### src/rtl/speriph_port_scheduler_pkg.sv
// Shared constants and helpers for the cluster peripheral port scheduler.
package pulp_cluster_package;

    // Default depth of the issued-but-unanswered window on a peripheral slave port.
    localparam int unsigned SPER_MAX_OUTSTANDING = 32'd4;

    // Width of an index able to address n items; a single item still needs one bit.
    function automatic int unsigned sper_idx_width(input int unsigned n);
        if (n > 32'd1) begin
            return $clog2(n);
        end else begin
            return 32'd1;
        end
    endfunction

endpackage

### src/rtl/speriph_port_scheduler_idx_fifo.sv
// In-order FIFO of requester indices for requests that are in flight on the slave port.
module speriph_idx_fifo
    import pulp_cluster_package::*;
#(
    parameter int unsigned Depth = SPER_MAX_OUTSTANDING,
    parameter int unsigned Width = 32'd2
) (
    input  logic                         clk_i,
    input  logic                         rst_ni,
    input  logic                         push_i,
    input  logic [Width-1:0]             data_i,
    input  logic                         pop_i,
    output logic [Width-1:0]             data_o,
    output logic                         full_o,
    output logic                         empty_o,
    output logic [$clog2(Depth+1)-1:0]   usage_o
);

    localparam int unsigned PtrWidth   = sper_idx_width(Depth);
    localparam int unsigned UsageWidth = $clog2(Depth + 32'd1);

    typedef logic [PtrWidth-1:0]   ptr_t;
    typedef logic [UsageWidth-1:0] usage_t;

    logic [Width-1:0] mem_q [Depth];
    ptr_t             wr_ptr_q, wr_ptr_d;
    ptr_t             rd_ptr_q, rd_ptr_d;
    usage_t           usage_q,  usage_d;
    logic             push_ok_s;
    logic             pop_ok_s;

    assign full_o    = (usage_q == usage_t'(Depth));
    assign empty_o   = (usage_q == usage_t'(0));
    assign usage_o   = usage_q;
    assign data_o    = mem_q[rd_ptr_q];
    assign push_ok_s = push_i & ~full_o;
    assign pop_ok_s  = pop_i & ~empty_o;

    // Pointer advance with wrap at Depth, and occupancy bookkeeping.
    always_comb begin
        wr_ptr_d = wr_ptr_q;
        rd_ptr_d = rd_ptr_q;
        usage_d  = usage_q;
        if (push_ok_s) begin
            if (wr_ptr_q == ptr_t'(Depth - 32'd1)) begin
                wr_ptr_d = ptr_t'(0);
            end else begin
                wr_ptr_d = wr_ptr_q + ptr_t'(1);
            end
        end else begin
            wr_ptr_d = wr_ptr_q;
        end
        if (pop_ok_s) begin
            if (rd_ptr_q == ptr_t'(Depth - 32'd1)) begin
                rd_ptr_d = ptr_t'(0);
            end else begin
                rd_ptr_d = rd_ptr_q + ptr_t'(1);
            end
        end else begin
            rd_ptr_d = rd_ptr_q;
        end
        case ({push_ok_s, pop_ok_s})
            2'b10:   usage_d = usage_q + usage_t'(1);
            2'b01:   usage_d = usage_q - usage_t'(1);
            default: usage_d = usage_q;
        endcase
    end

    // Pointer and occupancy registers; reset discards every tracked entry.
    always_ff @(posedge clk_i or negedge rst_ni) begin
        if (!rst_ni) begin
            wr_ptr_q <= ptr_t'(0);
            rd_ptr_q <= ptr_t'(0);
            usage_q  <= usage_t'(0);
        end else begin
            wr_ptr_q <= wr_ptr_d;
            rd_ptr_q <= rd_ptr_d;
            usage_q  <= usage_d;
        end
    end

    // Entry storage, written at the tail on an accepted push.
    always_ff @(posedge clk_i or negedge rst_ni) begin
        if (!rst_ni) begin
            for (int unsigned i = 0; i < Depth; i++) begin
                mem_q[i] <= '0;
            end
        end else if (push_ok_s) begin
            mem_q[wr_ptr_q] <= data_i;
        end else begin
            mem_q[wr_ptr_q] <= mem_q[wr_ptr_q];
        end
    end

endmodule

### src/rtl/speriph_port_scheduler.sv
// Shares one peripheral slave port among NumIn requesters: round-robin arbitration with
// lock-in while a request waits for grant, in-order tracking of issued requests, and
// zero-latency routing of each response back to the requester that issued it.
module speriph_port_scheduler
    import pulp_cluster_package::*;
#(
    parameter int unsigned NumIn          = 32'd4,
    parameter int unsigned ReqWidth       = 32'd72,
    parameter int unsigned DataWidth      = 32'd32,
    parameter int unsigned MaxOutstanding = SPER_MAX_OUTSTANDING
) (
    input  logic                                  clk_i,
    input  logic                                  rst_ni,
    input  logic [NumIn-1:0]                      in_req_i,
    output logic [NumIn-1:0]                      in_gnt_o,
    input  logic [NumIn*ReqWidth-1:0]             in_wdata_i,
    output logic [NumIn-1:0]                      in_rvalid_o,
    output logic [DataWidth-1:0]                  in_rdata_o,
    output logic                                  in_ropc_o,
    output logic                                  out_req_o,
    input  logic                                  out_gnt_i,
    output logic [ReqWidth-1:0]                   out_wdata_o,
    input  logic                                  out_rvalid_i,
    input  logic [DataWidth-1:0]                  out_rdata_i,
    input  logic                                  out_ropc_i,
    output logic [$clog2(MaxOutstanding+1)-1:0]   outstanding_o,
    output logic                                  err_unexp_o
);

    localparam int unsigned IdxWidth = sper_idx_width(NumIn);
    localparam int unsigned CntWidth = $clog2(MaxOutstanding + 32'd1);

    typedef logic [IdxWidth-1:0] idx_t;

    // Arbiter state
    idx_t                rr_ptr_q,   rr_ptr_d;
    logic                lock_q,     lock_d;
    idx_t                lock_idx_q, lock_idx_d;
    logic                err_unexp_q, err_unexp_d;

    // Arbitration
    idx_t                cand_s;
    idx_t                rr_sel_s;
    logic                rr_found_s;
    idx_t                sel_s;
    logic                out_req_s;
    logic                hs_s;
    logic [ReqWidth-1:0] wdata_arr_s [NumIn];

    // Response tracking
    idx_t                head_idx_s;
    logic                fifo_full_s;
    logic                fifo_empty_s;
    logic [CntWidth-1:0] fifo_usage_s;
    logic                pop_s;
    logic                unexp_s;

    // Split the flat payload bus into one slot per requester.
    for (genvar g = 0; g < NumIn; g++) begin : g_wdata
        assign wdata_arr_s[g] = in_wdata_i[g*ReqWidth +: ReqWidth];
    end

    // First requester at or after the round-robin pointer, wrapping around.
    always_comb begin
        rr_sel_s   = rr_ptr_q;
        rr_found_s = 1'b0;
        cand_s     = rr_ptr_q;
        for (int unsigned i = 0; i < NumIn; i++) begin
            if (!rr_found_s && in_req_i[cand_s]) begin
                rr_sel_s   = cand_s;
                rr_found_s = 1'b1;
            end else begin
                rr_found_s = rr_found_s;
            end
            if (cand_s == idx_t'(NumIn - 32'd1)) begin
                cand_s = idx_t'(0);
            end else begin
                cand_s = cand_s + idx_t'(1);
            end
        end
    end

    // A pending locked request keeps the port; a dropped one falls back to round-robin.
    always_comb begin
        if (lock_q && in_req_i[lock_idx_q]) begin
            sel_s = lock_idx_q;
        end else begin
            sel_s = rr_sel_s;
        end
    end

    // Full window blocks issue purely on the registered count, never on out_rvalid_i.
    assign out_req_s   = rst_ni & (|in_req_i) & ~fifo_full_s;
    assign hs_s        = out_req_s & out_gnt_i;
    assign out_req_o   = out_req_s;
    assign out_wdata_o = wdata_arr_s[sel_s];

    // Grant goes only to the selected requester, and only on a completed handshake.
    always_comb begin
        in_gnt_o = '0;
        for (int unsigned i = 0; i < NumIn; i++) begin
            in_gnt_o[i] = hs_s && (sel_s == idx_t'(i));
        end
    end

    // A response pops the oldest issuer; one with nothing tracked is flagged instead.
    assign pop_s      = rst_ni & out_rvalid_i & ~fifo_empty_s;
    assign unexp_s    = out_rvalid_i & fifo_empty_s;
    assign in_rdata_o = out_rdata_i;
    assign in_ropc_o  = out_ropc_i;

    // Route the response valid to the requester at the head of the issue-order FIFO.
    always_comb begin
        in_rvalid_o = '0;
        for (int unsigned i = 0; i < NumIn; i++) begin
            in_rvalid_o[i] = pop_s && (head_idx_s == idx_t'(i));
        end
    end

    speriph_idx_fifo #(
        .Depth (MaxOutstanding),
        .Width (IdxWidth)
    ) u_idx_fifo (
        .clk_i   (clk_i),
        .rst_ni  (rst_ni),
        .push_i  (hs_s),
        .data_i  (sel_s),
        .pop_i   (pop_s),
        .data_o  (head_idx_s),
        .full_o  (fifo_full_s),
        .empty_o (fifo_empty_s),
        .usage_o (fifo_usage_s)
    );

    assign outstanding_o = fifo_usage_s;
    assign err_unexp_o   = err_unexp_q;

    // Next pointer/lock state: advance past the winner on handshake, lock while stalled.
    always_comb begin
        rr_ptr_d    = rr_ptr_q;
        lock_d      = out_req_s & ~out_gnt_i;
        lock_idx_d  = lock_idx_q;
        err_unexp_d = err_unexp_q | unexp_s;
        if (hs_s) begin
            if (sel_s == idx_t'(NumIn - 32'd1)) begin
                rr_ptr_d = idx_t'(0);
            end else begin
                rr_ptr_d = sel_s + idx_t'(1);
            end
        end else begin
            rr_ptr_d = rr_ptr_q;
        end
        if (lock_d) begin
            lock_idx_d = sel_s;
        end else begin
            lock_idx_d = lock_idx_q;
        end
    end

    // Arbiter and sticky error registers.
    always_ff @(posedge clk_i or negedge rst_ni) begin
        if (!rst_ni) begin
            rr_ptr_q    <= idx_t'(0);
            lock_q      <= 1'b0;
            lock_idx_q  <= idx_t'(0);
            err_unexp_q <= 1'b0;
        end else begin
            rr_ptr_q    <= rr_ptr_d;
            lock_q      <= lock_d;
            lock_idx_q  <= lock_idx_d;
            err_unexp_q <= err_unexp_d;
        end
    end

endmodule

### config.mk
export PLATFORM = sky130hd
export DESIGN_NAME = speriph_port_scheduler
export DESIGN_NICKNAME = d
export VERILOG_FILES = /design/src/rtl/speriph_port_scheduler_pkg.sv /design/src/rtl/speriph_port_scheduler_idx_fifo.sv /design/src/rtl/speriph_port_scheduler.sv
export SDC_FILE = /design/constraint.sdc
export NUM_CORES = 1
export LEC_CHECK = 0
export CORE_AREA = 2 2 176 178
export DETAILED_ROUTE_END_ITERATION = 8
export DIE_AREA = 0 0 178 180
export PLACE_DENSITY = 0.58
export SLEW_MARGIN = 20
export SYNTH_ARGS = -nofsm -noshare
export SYNTH_HDL_FRONTEND = slang
export SYNTH_SLANG_ARGS = --single-unit
### constraint.sdc
create_clock -name clk_i -period 5.19 [get_ports clk_i]
set_input_delay 1.038 -clock clk_i [delete_from_list [all_inputs] [get_ports clk_i]]
set_output_delay 1.038 -clock clk_i [all_outputs]
set_load 0.02 [all_outputs]
==> summary.txt <==
Route
  • Drt wl/cell: around 19 µm
  • DR vias/cell: ~5.4
  • Routed via count: approximately 9,800
  • Total wire length: 35,300 µm
  • DRT iter0 DRCs: 532
  • Final ANT Viol Nets: 0
  • TritonRoute pass-1 iters: 5
  • DRC viols: 0

Global routing
  • First-pass GRT wire length: roughly 53,000 µm
  • Initial antenna violation count: 7
  • Largest net degree at the start of global routing: 147
  • Total track usage: 0.204
  • Vias in the first global route: just over 9,000
  • GR Overflow Total: 0

Timing
  • Max Slew Vio Count: 0
  • Final hold violations: 0
  • Total negative slack: 0 ns
  • Highest clock rate: a little under 200 MHz
  • Unrepaired setup endpoints after global routing: no
  • Fin Clk Skew: approximately 0.0029 ns
  • Worst slew pin tran: 0.756 ns
  • Tmin final: 5.06 ns
  • # setup viols final: 0
  • Tcrit/Tclk final: 0.976
  • Relative slew slack: 0.496

Floorplan
  • Initial Util: 0.246
  • Die area: 32,000 µm²
  • Chip height: 180 µm
  • # IOs: 447
  • Placement Rows: 64
  • Chip width: 178 µm
  • Core area: 30,200 µm²

Cells and area
  • Utilization after layout: 0.399
  • Area Overhead vs Synth: 62.0%
  • Final net count: 1,770
  • Most frequent cells in the layout: clkdlybuf4s50_1 (304), nand2_1 (298), nand3_1 (145)
  • # fillers: 3,157
  • Cell area after layout: 12,000 µm²
  • Commonest non-fill, non-tap cell in the layout: clkdlybuf4s50_1
  • Layout cell share with drive strength beyond 1: 0.104

CTS
  • Root Driver: clkbuf_16
  • # hold bufs at CTS: 0
  • CTS Buf Count: 3
  • CTS sink cnt: 21
  • Clock-pin slew on the worst setup and hold paths: 0.06 ns
  • H-tree Lvls: 1
  • CTS tree: built
  • Clk Latency, worst-skew pair: 0.25 ns
  • Clk buf depth: 2

Power and ir drop
  • Psw: 0.00507 W
  • Int Power: roughly 0.0042 W
  • Peak supply drop: 0.000570 V
  • Static leakage: 6.20 nW
  • Net switching fraction of the power: 0.546
  • Clk pwr share: 0.017
  • Sequential Power Share: 0.036
  • Combinational share of power: 0.947
  • Pwr dens: roughly 770 nW/µm²

Hold path
  • Worst Hold Launch: err_unexp_o
  • Hold path cells: 1
  • Hold Crit Class: reg2reg

Worst setup path
  • Reg2reg path depth: 10
  • Worst EP arrival: 4.03 ns
  • Worst Path Required: 4.15 ns
  • WS Path Type: in2out
  • Worst setup EP type: output port
  • Setup crit end: out_wdata_o[16]
  • RR Startpoint: rr_ptr_q[1]
  • CP max FO: 35
  • Worst r2r dst: rr_ptr_q[1]
  • Start point of the critical path: in_req_i[2]
  • Reg2Reg Setup Slack: ~2 ns
  • CP Launch Type: primary input

Synthesis
  • Seq/Total Area, Yosys: 0.0707
  • Synthesized flop and latch total: 21
  • Post-synthesis area per instance: 6.74 µm²
  • Cell count after synthesis: between 1,000 and 1,500
  • Ys Warns: 0
  • Main flop type after synthesis: dfrtp_1
  • Cell taking the most area after synthesis: o211a_1
  • Netlist cell types: 50
  • Asr flop ratio synth: 1.00
  • Synth area leaders: o211a_1 (19%), nand2_1 (15%), a211oi_1 (15%), mux2i_1 (10%), nand3_1 (9.8%)
  • EDFF count, synth: 0
  • Synth top area share: 0.194
  • Netlist Area Pre-Place: ~7400 µm²
  • Syn nets: 1,445

Placement
  • Routability cong.: around 0.87
  • IO buf count: 380
  • Placed cell areas: 11,900 µm²
  • Post-DP HPWL: roughly 27,000 µm

Status
  • Status: completed

Job
  • Maxcap violations: 0
cells in the mapped netlist, drive strengths merged, types with 2 or more instances:
| library cell | n |
|---|---|
| nand2 | 298 |
| a211oi | 146 |
| nand3 | 145 |
| o211a | 144 |
| buf | 101 |
| mux2i | 78 |
| clkbuf | 61 |
| dfrtp | 21 |
| nor2 | 16 |
| a21oi | 12 |
| ha | 11 |
| inv | 7 |
| mux4 | 7 |
| nor3 | 7 |
| and3 | 6 |
| mux2 | 5 |
| o21ai | 5 |
| nor3b | 3 |
| xnor2 | 3 |
| a221o | 2 |
| a31oi | 2 |
| and2 | 2 |
| nor2b | 2 |
| nor4 | 2 |
| or2 | 2 |
| or3 | 2 |
state kept, by name, summed over array words and instances (netlist names):
signal and cells:
rr_ptr_q 2, u_idx_fifo.usage_o 3, u_idx_fifo.wr_ptr_q 2, lock_q 1, u_idx_fifo.rd_ptr_q 2, err_unexp_o 1, lock_idx_q 2, u_idx_fifo.mem_q 8
power groups by stage:
stage | combinational (W) | sequential (W) | clock (W)
after CTS | 0.00885 | 0.000334 | 0.000163
after global placement | 0.00926 | 0.000330 | 0
after detailed placement | 0.00927 | 0.000335 | 0
after floorplan | 0.00536 | 0.000318 | 0
after global routing | 0.00937 | 0.000347 | 0.000172
final | 0.00878 | 0.000333 | 0.000160
routing by layer:
layer / GRT usage / share of wire
met1: 0.243 / 0.40
met2: 0.359 / 0.48
met3: 0.0381 / 0.077
met4: 0.0767 / 0.037
met5: 0 / 0.00037
repair_timing:
item | CTS | global route
endpoints found under the setup margin | 70 | 10
endpoints found under the hold margin | 0 | 0
pin swaps | 2 | 0
resized for setup | 72 | 12
buffers inserted | 2 | 0
gates cloned | 0 | 0
how the worst min path moves through the flow:
| stage | end |
|---|---|
| final | err_unexp_o |
| after global routing | err_unexp_o |
| after CTS | err_unexp_o |
| after floorplan | u_idx_fifo.mem_q[4] |
| after global placement | err_unexp_o |
| after detailed placement | err_unexp_o |
worst max-delay path, stage by stage:
cell and delay, ns:
clkdlybuf4s50_1 0.45, buf_4 0.15, buf_4 0.16, mux4_2 0.50, and2_4 0.26, buf_12 0.19, buf_4 0.22, buf_4 0.19
nand3_1 0.08, nand2_1 0.06, a211oi_1 0.21, mux2i_1 0.11, dlygate4sd2_1 0.34
layout make-up:
class	instances	area, µm²	area share
Sequential cell	21	529	0.0439
Timing Repair Buffer	482	4790	0.397
Multi-Input combinational cell	914	6110	0.507
Antenna cell	6	15.0	0.00125
Clock buffer	3	75.1	0.00623
Tap cell	396	495	0.0411
Inverter	7	26.3	0.00218
Clock inverter	1	5.00	0.000416
cell families (layout without fill, tap and decap cells):
kind of cell    count (synthesis)  in the layout  synth area share
other cells                     0              6                 0
xor+xnor                        4              4           0.00471
buf+inv                       169            493             0.118
fa+ha+maj                      12             12            0.0212
flops                          21             21            0.0707
simple gates                  489            489             0.284
mux                            90             90             0.134
compound gates                319            319             0.368
stage by stage:
stage	cells	power, W	setup slack (ns)	hold WS (ns)
floorplan	1104	0.00568	0.861	0.496
CTS	1824	0.00934	0.00129	0.505
finish	1830	0.00927	0.127	0.508
global route	1829	0.00989	0.0106	0.538
global placement	1818	0.00959	-0.174	0.485
detailed placement	1818	0.00961	-0.244	0.493
No activity file was read; power rests on OpenSTA's default activity.
